File: src/rtl/carregador_operandos.sv
// Operand loader for the 4-bit ALU: conditions the load button, then sequences A, B, op and
// offers them downstream with valid/ready. Define CARREGADOR_DEBOUNCE_EN to include the debounce counter.
module carregador_operandos #(
    parameter int LARGURA         = 4,
    parameter int OP_LARGURA      = 3,
    parameter int DEBOUNCE_CICLOS = 8
) (
    input  logic                  clk,
    input  logic                  reset,
    input  logic [LARGURA-1:0]    entrada,
    input  logic [OP_LARGURA-1:0] op_sel,
    input  logic                  botao,
    input  logic                  ula_pronta,
    output logic [LARGURA-1:0]    A,
    output logic [LARGURA-1:0]    B,
    output logic [OP_LARGURA-1:0] op,
    output logic                  valido,
    output logic [1:0]            estado
);

    localparam logic [1:0] ESPERA_A  = 2'b00;
    localparam logic [1:0] ESPERA_B  = 2'b01;
    localparam logic [1:0] ESPERA_OP = 2'b10;
    localparam logic [1:0] PRONTO    = 2'b11;

    logic s1_q, s1_d;
    logic s2_q, s2_d;
    logic estavel;
    logic estavel_ant_q, estavel_ant_d;
    logic pulso;

    assign s1_d          = botao;
    assign s2_d          = s1_q;
    assign estavel_ant_d = estavel;

    always_ff @(posedge clk) begin
        if (reset) begin
            s1_q          <= 1'b0;
            s2_q          <= 1'b0;
            estavel_ant_q <= 1'b0;
        end else begin
            s1_q          <= s1_d;
            s2_q          <= s2_d;
            estavel_ant_q <= estavel_ant_d;
        end
    end

`ifdef CARREGADOR_DEBOUNCE_EN
    localparam int CW = (DEBOUNCE_CICLOS > 1) ? $clog2(DEBOUNCE_CICLOS + 1) : 1;

    logic [CW-1:0] cont_q, cont_d;
    logic          estavel_q, estavel_d;

    // Flip on the edge the counter would reach DEBOUNCE_CICLOS, so the level needs that many mismatching edges.
    always_comb begin
        cont_d    = '0;
        estavel_d = estavel_q;
        if (s2_q != estavel_q) begin
            if (cont_q == CW'(DEBOUNCE_CICLOS - 1)) begin
                estavel_d = s2_q;
            end else begin
                cont_d = cont_q + CW'(1);
            end
        end
    end

    always_ff @(posedge clk) begin
        if (reset) begin
            cont_q    <= '0;
            estavel_q <= 1'b0;
        end else begin
            cont_q    <= cont_d;
            estavel_q <= estavel_d;
        end
    end

    assign estavel = estavel_q;
`else
    assign estavel = s2_q;
`endif

    assign pulso = estavel & ~estavel_ant_q;

    logic [1:0]            estado_q, estado_d;
    logic [LARGURA-1:0]    a_q, a_d;
    logic [LARGURA-1:0]    b_q, b_d;
    logic [OP_LARGURA-1:0] op_q, op_d;
    logic                  valido_q, valido_d;

    // PRONTO only watches ula_pronta, so a press there is dropped rather than queued.
    always_comb begin
        estado_d = estado_q;
        a_d      = a_q;
        b_d      = b_q;
        op_d     = op_q;
        valido_d = valido_q;
        case (estado_q)
            ESPERA_A: begin
                if (pulso) begin
                    a_d      = entrada;
                    estado_d = ESPERA_B;
                end
            end
            ESPERA_B: begin
                if (pulso) begin
                    b_d      = entrada;
                    estado_d = ESPERA_OP;
                end
            end
            ESPERA_OP: begin
                if (pulso) begin
                    op_d     = op_sel;
                    valido_d = 1'b1;
                    estado_d = PRONTO;
                end
            end
            PRONTO: begin
                if (ula_pronta) begin
                    valido_d = 1'b0;
                    estado_d = ESPERA_A;
                end
            end
            default: begin
                valido_d = 1'b0;
                estado_d = ESPERA_A;
            end
        endcase
    end

    always_ff @(posedge clk) begin
        if (reset) begin
            estado_q <= ESPERA_A;
            a_q      <= '0;
            b_q      <= '0;
            op_q     <= '0;
            valido_q <= 1'b0;
        end else begin
            estado_q <= estado_d;
            a_q      <= a_d;
            b_q      <= b_d;
            op_q     <= op_d;
            valido_q <= valido_d;
        end
    end

    assign A      = a_q;
    assign B      = b_q;
    assign op     = op_q;
    assign valido = valido_q;
    assign estado = estado_q;

endmodule
File: config.mk
export PLATFORM = sky130hd
export DESIGN_NAME = carregador_operandos
export DESIGN_NICKNAME = d
export VERILOG_FILES = /design/src/rtl/carregador_operandos.sv
export SDC_FILE = /design/constraint.sdc
export NUM_CORES = 1
export LEC_CHECK = 0
export CAP_MARGIN = 20
export CORE_ASPECT_RATIO = 1.25
export CORE_MARGIN = 2
export CORE_UTILIZATION = 45
export CTS_BUF_LIST = sky130_fd_sc_hd__clkbuf_8
export CTS_CLUSTER_DIAMETER = 100
export CTS_CLUSTER_SIZE = 28
export DETAILED_ROUTE_END_ITERATION = 7
export PLACE_DENSITY_LB_ADDON = 0.05
export SLEW_MARGIN = 30
export SYNTH_ARGS = -nofsm -noshare
export SYNTH_HDL_FRONTEND = slang
export SYNTH_SLANG_ARGS = --single-unit
File: constraint.sdc
create_clock -name clk -period 2.14 [get_ports clk]
set_clock_uncertainty 0.05 [all_clocks]
set_input_delay 0.428 -clock clk [delete_from_list [all_inputs] [get_ports clk]]
set_output_delay 0.428 -clock clk [all_outputs]
set_load 0.01 [all_outputs]
# After elaboration in Yosys (flattened, before gate mapping)

Index checks and enable logic that the tools add are counted.

Flip-flop bits (word level): 17
Output and inout port bits: 14
Logic and storage cells: 32

Equal/unequal tests: 7
Mux-type cells: 8
Bitwise logic cells: 2
Reduce and logical (&&, ||, !) cells: 7

Operators with widths:

| cell                                                            | number |
|---|---|
| 2-bit two-way mux                                               | 4 |
| 2-bit != test, second input constant                            | 4 |
| 2-bit one-hot mux with 4 select lines                           | 1 |
| 2-bit AND reduction                                             | 3 |
| 2-bit == test, second input constant                            | 2 |
| 4-bit AND reduction                                             | 1 |
| 3-bit AND reduction                                             | 1 |
| 2-bit by 1-bit == test with 1-bit output, second input constant | 1 |
| 2-bit zero test                                                 | 1 |
| 1-bit two-way mux                                               | 2 |
| 1-bit one-hot mux with 2 select lines                           | 1 |
| 2-bit nonzero test                                              | 1 |
| 1-bit AND                                                       | 1 |
| 1-bit inverter                                                  | 1 |

# Longest topological paths before layout

Word-level depth: 4
Mapped depth: 5
Gate-level depth less buffers: 5

# Least setup slack after synthesis

No wires, ideal clock.

Path kind: reg2reg
Start point: register estado_q[0], in the netlist estado[0]
End point: register estado_q[0], in the netlist estado[0]
Library setup time: 0.132 ns
Arrival: 1.580 ns
Data required time: 1.958 ns
Path slack: 0.377 ns
Stages on the path, launching flop included: 6
Path buffers: 0
Period minus slack after synthesis: 1.763 ns
Cells stage by stage: dfxtp_1 inv_1 ha_1 or3_4 a2111oi_2 a211oi_2

Cells in the longest elaborated chain, start to end: 3

Ends and longest elaborated chain:

| item                                                                   | line | text |
|---|---|---|
| start: declaration                                                     | 84   | `logic [1:0] estado_q, estado_d;` |
| start signal: assignment                                               | 138  | `estado_q <= estado_d;` |
| 2-bit by 1-bit == test with 1-bit output, or another cell as far along | 97   | `case (estado_q)` |
| 2-bit != test (no line)                                                | n/a  |  |
| 4-bit AND reduction (no line)                                          | n/a  |  |

Parallel ways exist; a longest one is shown, timed or not.
A chain may end at the register's enable or synchronous reset.

# Worst setup path in the final report

Same ends and word-level chain as after synthesis.

==> metrics.md <==
| Metric | Value |
|---|---|
| Outcome | finished clean |
| Pleak | 0.465 nW |
| Core Footprint | approximately 1500 um^2 |
| Depth of the CTS H-tree | 1 |
| Avg Vias per Cell | slightly below 5 |
| Syn avg cell area | roughly 10 um^2 |
| Setup TNS | 0 ns |
| Slew headroom | 0.772 |
| Final period util | 0.836 |
| IO Pins | 25 |
| CTS Sinks | 17 |
| Vias in the first global route | 519 |
| Async set or reset register ratio after synthesis | 0 |
| Initial drt markers | 2 |
| Unrepaired setup endpoints after global routing | false |
| Largest net degree at the start of global routing | 12 |
| Hold WS | between 0.3 and 0.4 ns |
| Postcts setup bufs | 0 |
| Fin. max-slew vios | 0 |
| ANT nets after route | 0 |
| # nets final | 113 |
| Area Overhead vs Synth | 41.7% |
| Cell Area, Synth | approximately 730 um^2 |
| CP Capture Type | flop |
| # rows | 16 |
| Gr ovfl total | 0 |
| Critical path launch point type | flop |
| Drt pass-1 iters | 2 |
| Class of the worst hold path | flop to flop |
| Least-Margin Pin Slew | roughly 0.34 ns |
| Reg clk slew, reported paths | approximately 0.060 ns |
| Clock Latency Late Sink | 0.24 ns |
| Cell variety after synth | 16 |
| CTS Hold Bufs | 0 |
| VDD IR max | 452 uV |
| Final instance area | around 1000 um^2 |
| CTS-repair resized insts | 0 |
| RD Place Congestion | 0.611 |
| Cells after Synth | 70 |
| Syn Nets | 86 |
| Global-route wire length before repair | 2150 um |
| Kind of critical path | flop to flop |
| Total number of vias | 550 |
| Port buffer count | 24 |
| Max FO, Critical Path | 4 |
| Initial core utilization | 0.473 |
| Worst EP required | 2.21 ns |
| Top post-synthesis cells by area | dfxtp_1 (47%), mux2i_1 (16%), ha_1 (8.6%) |
| Tot Pwr | roughly 0.00083 W |
| TritonCTS Buffers | 3 |
| Dpl cell area | roughly 1000 um^2 |
| Top FF cell, synth | dfxtp_1 |
| Bufs on Longest Clock Path | 2 |
| Filler cells | 136 |
| TritonCTS clock tree | yes |
| Power Dens Cells | 805 nW/um^2 |
| Root buffer cell | clkbuf_8 |
| Hold Violations, Final | 0 |
| Max Fclk | 559 MHz |
| FF+latch count, synth | 17 |
| Die H | between 40 and 50 um |
| Maxcap violations | 0 |
| Wire per inst | 11.1 um |
| DRC viols | 0 |
| Share of cells above drive strength 1 | 0.0729 |
| Yosys warns | 0 |
| Post-layout minimum cycle time | 1.79 ns |
| Post-synthesis sequential area ratio | 0.467 |
| Setup WS post-layout | 0.351 ns |
| N_diodes | 0 |
| Number of flops mapped to enable cells by yosys | 0 |
| Final setup viols | 0 |
| WP data arrival | 1.86 ns |
| Final wirelength | 1260 um |
| Global Route Usage Sum | 0.151 |
| DP Worst Slack | roughly 0.34 ns |
| Die width | 40.0 um |
| Area share of the largest cell type after synthesis | 0.467 |
| Initial antenna violation count | 0 |
| Die area | around 2000 um^2 |
| Dominant cell type by area after synthesis | dfxtp_1 |
-- critical path: stages (launching register included) --
cell       delay (ns)
dfxtp_1          0.38
inv_1            0.11
ha_1             0.26
or3_4            0.39
a2111oi_2        0.41
a211oi_2         0.07
-- metal layers --
| metal | track usage | vias to the layer above | part of all wire |
|---|---|---|---|
| li1 | - | 283 | - |
| met1 | 0.205 | 251 | 0.47 |
| met2 | 0.231 | 14 | 0.48 |
| met3 | 0.0274 | 2 | 0.044 |
| met4 | 0.0517 | 0 | 0.0048 |
| met5 | 0 | - | 0 |
-- state kept, by name, indices dropped and copies added, names as in the netlist --
signal / flops
estavel_ant_q: 1
op: 3
A: 4
s1_q: 1
estavel: 1
estado: 2
B: 4
valido: 1
-- kinds of logic after synthesis --
family / after synthesis / share of synthesized area
flops: 17 / 0.467
mux: 12 / 0.165
buf+inv: 5 / 0.0257
compound gates: 5 / 0.0652
simple gates: 26 / 0.192
fa+ha+maj: 5 / 0.0858
-- cell usage in the layout (no fill, tap or decap) --
cell / count
nand2_1: 2
or3_4: 1
buf_4: 1
dfxtp_1: 17
nor2b_1: 5
a2111oi_2: 1
a21o_1: 1
inv_1: 3
a211oi_2: 1
o211ai_1: 1
ha_1: 5
clkdlybuf4s50_1: 24
nand3b_1: 4
nor2_1: 11
a21oi_1: 1
mux2i_1: 12
nand2b_1: 3
clkbuf_8: 3
-- stage by stage --
| stage | instances | util |
|---|---|---|
| floorplan | 70 | - |
| global placement | 110 | 0.641 |
| detailed placement | 110 | 0.641 |
| CTS | 114 | 0.670 |
| global route | 114 | 0.670 |
| finish | 114 | 0.670 |
-- cells in the mapped netlist, drive strengths merged, types with 2 or more instances --
library cell,n
nand2b,3
nor2,11
dfxtp,17
nand2,2
nor2b,5
inv,2
ha,5
clkbuf,3
mux2i,12
nand3b,4
-- final timing paths --
kind / from / end / slack, ns / depth (start not counted)
hold / removal: s1_q / estavel / 0.39 / 1
setup / recovery: estado[0] / estado[0] / 0.35 / 5
hold reg to reg: s1_q / estavel / 0.39 / 1
setup reg to reg: estado[0] / estado[0] / 0.35 / 5
-- power breakdown --
part | switching, W | leakage, nW | internal (W) | total, W
clock network | 0.0000970 | 0.0269 | 0.000127 | 0.000224
logic | 0.000107 | 0.300 | 0.000137 | 0.000244
registers | 0.0000221 | 0.138 | 0.000342 | 0.000364
total | 0.000227 | 0.465 | 0.000605 | 0.000831
-- area by class of cell --
cell class	count	area, um^2	share of cell area
tap	18	22.5	0.0218
multi-input combinational	48	370	0.358
timing repair buffer	25	248	0.240
inverter	2	7.51	0.00726
sequential	17	340	0.329
clock inverter	1	3.75	0.00363
clock buffer	3	41.3	0.0400
No activity file was read; power rests on OpenSTA's default activity.
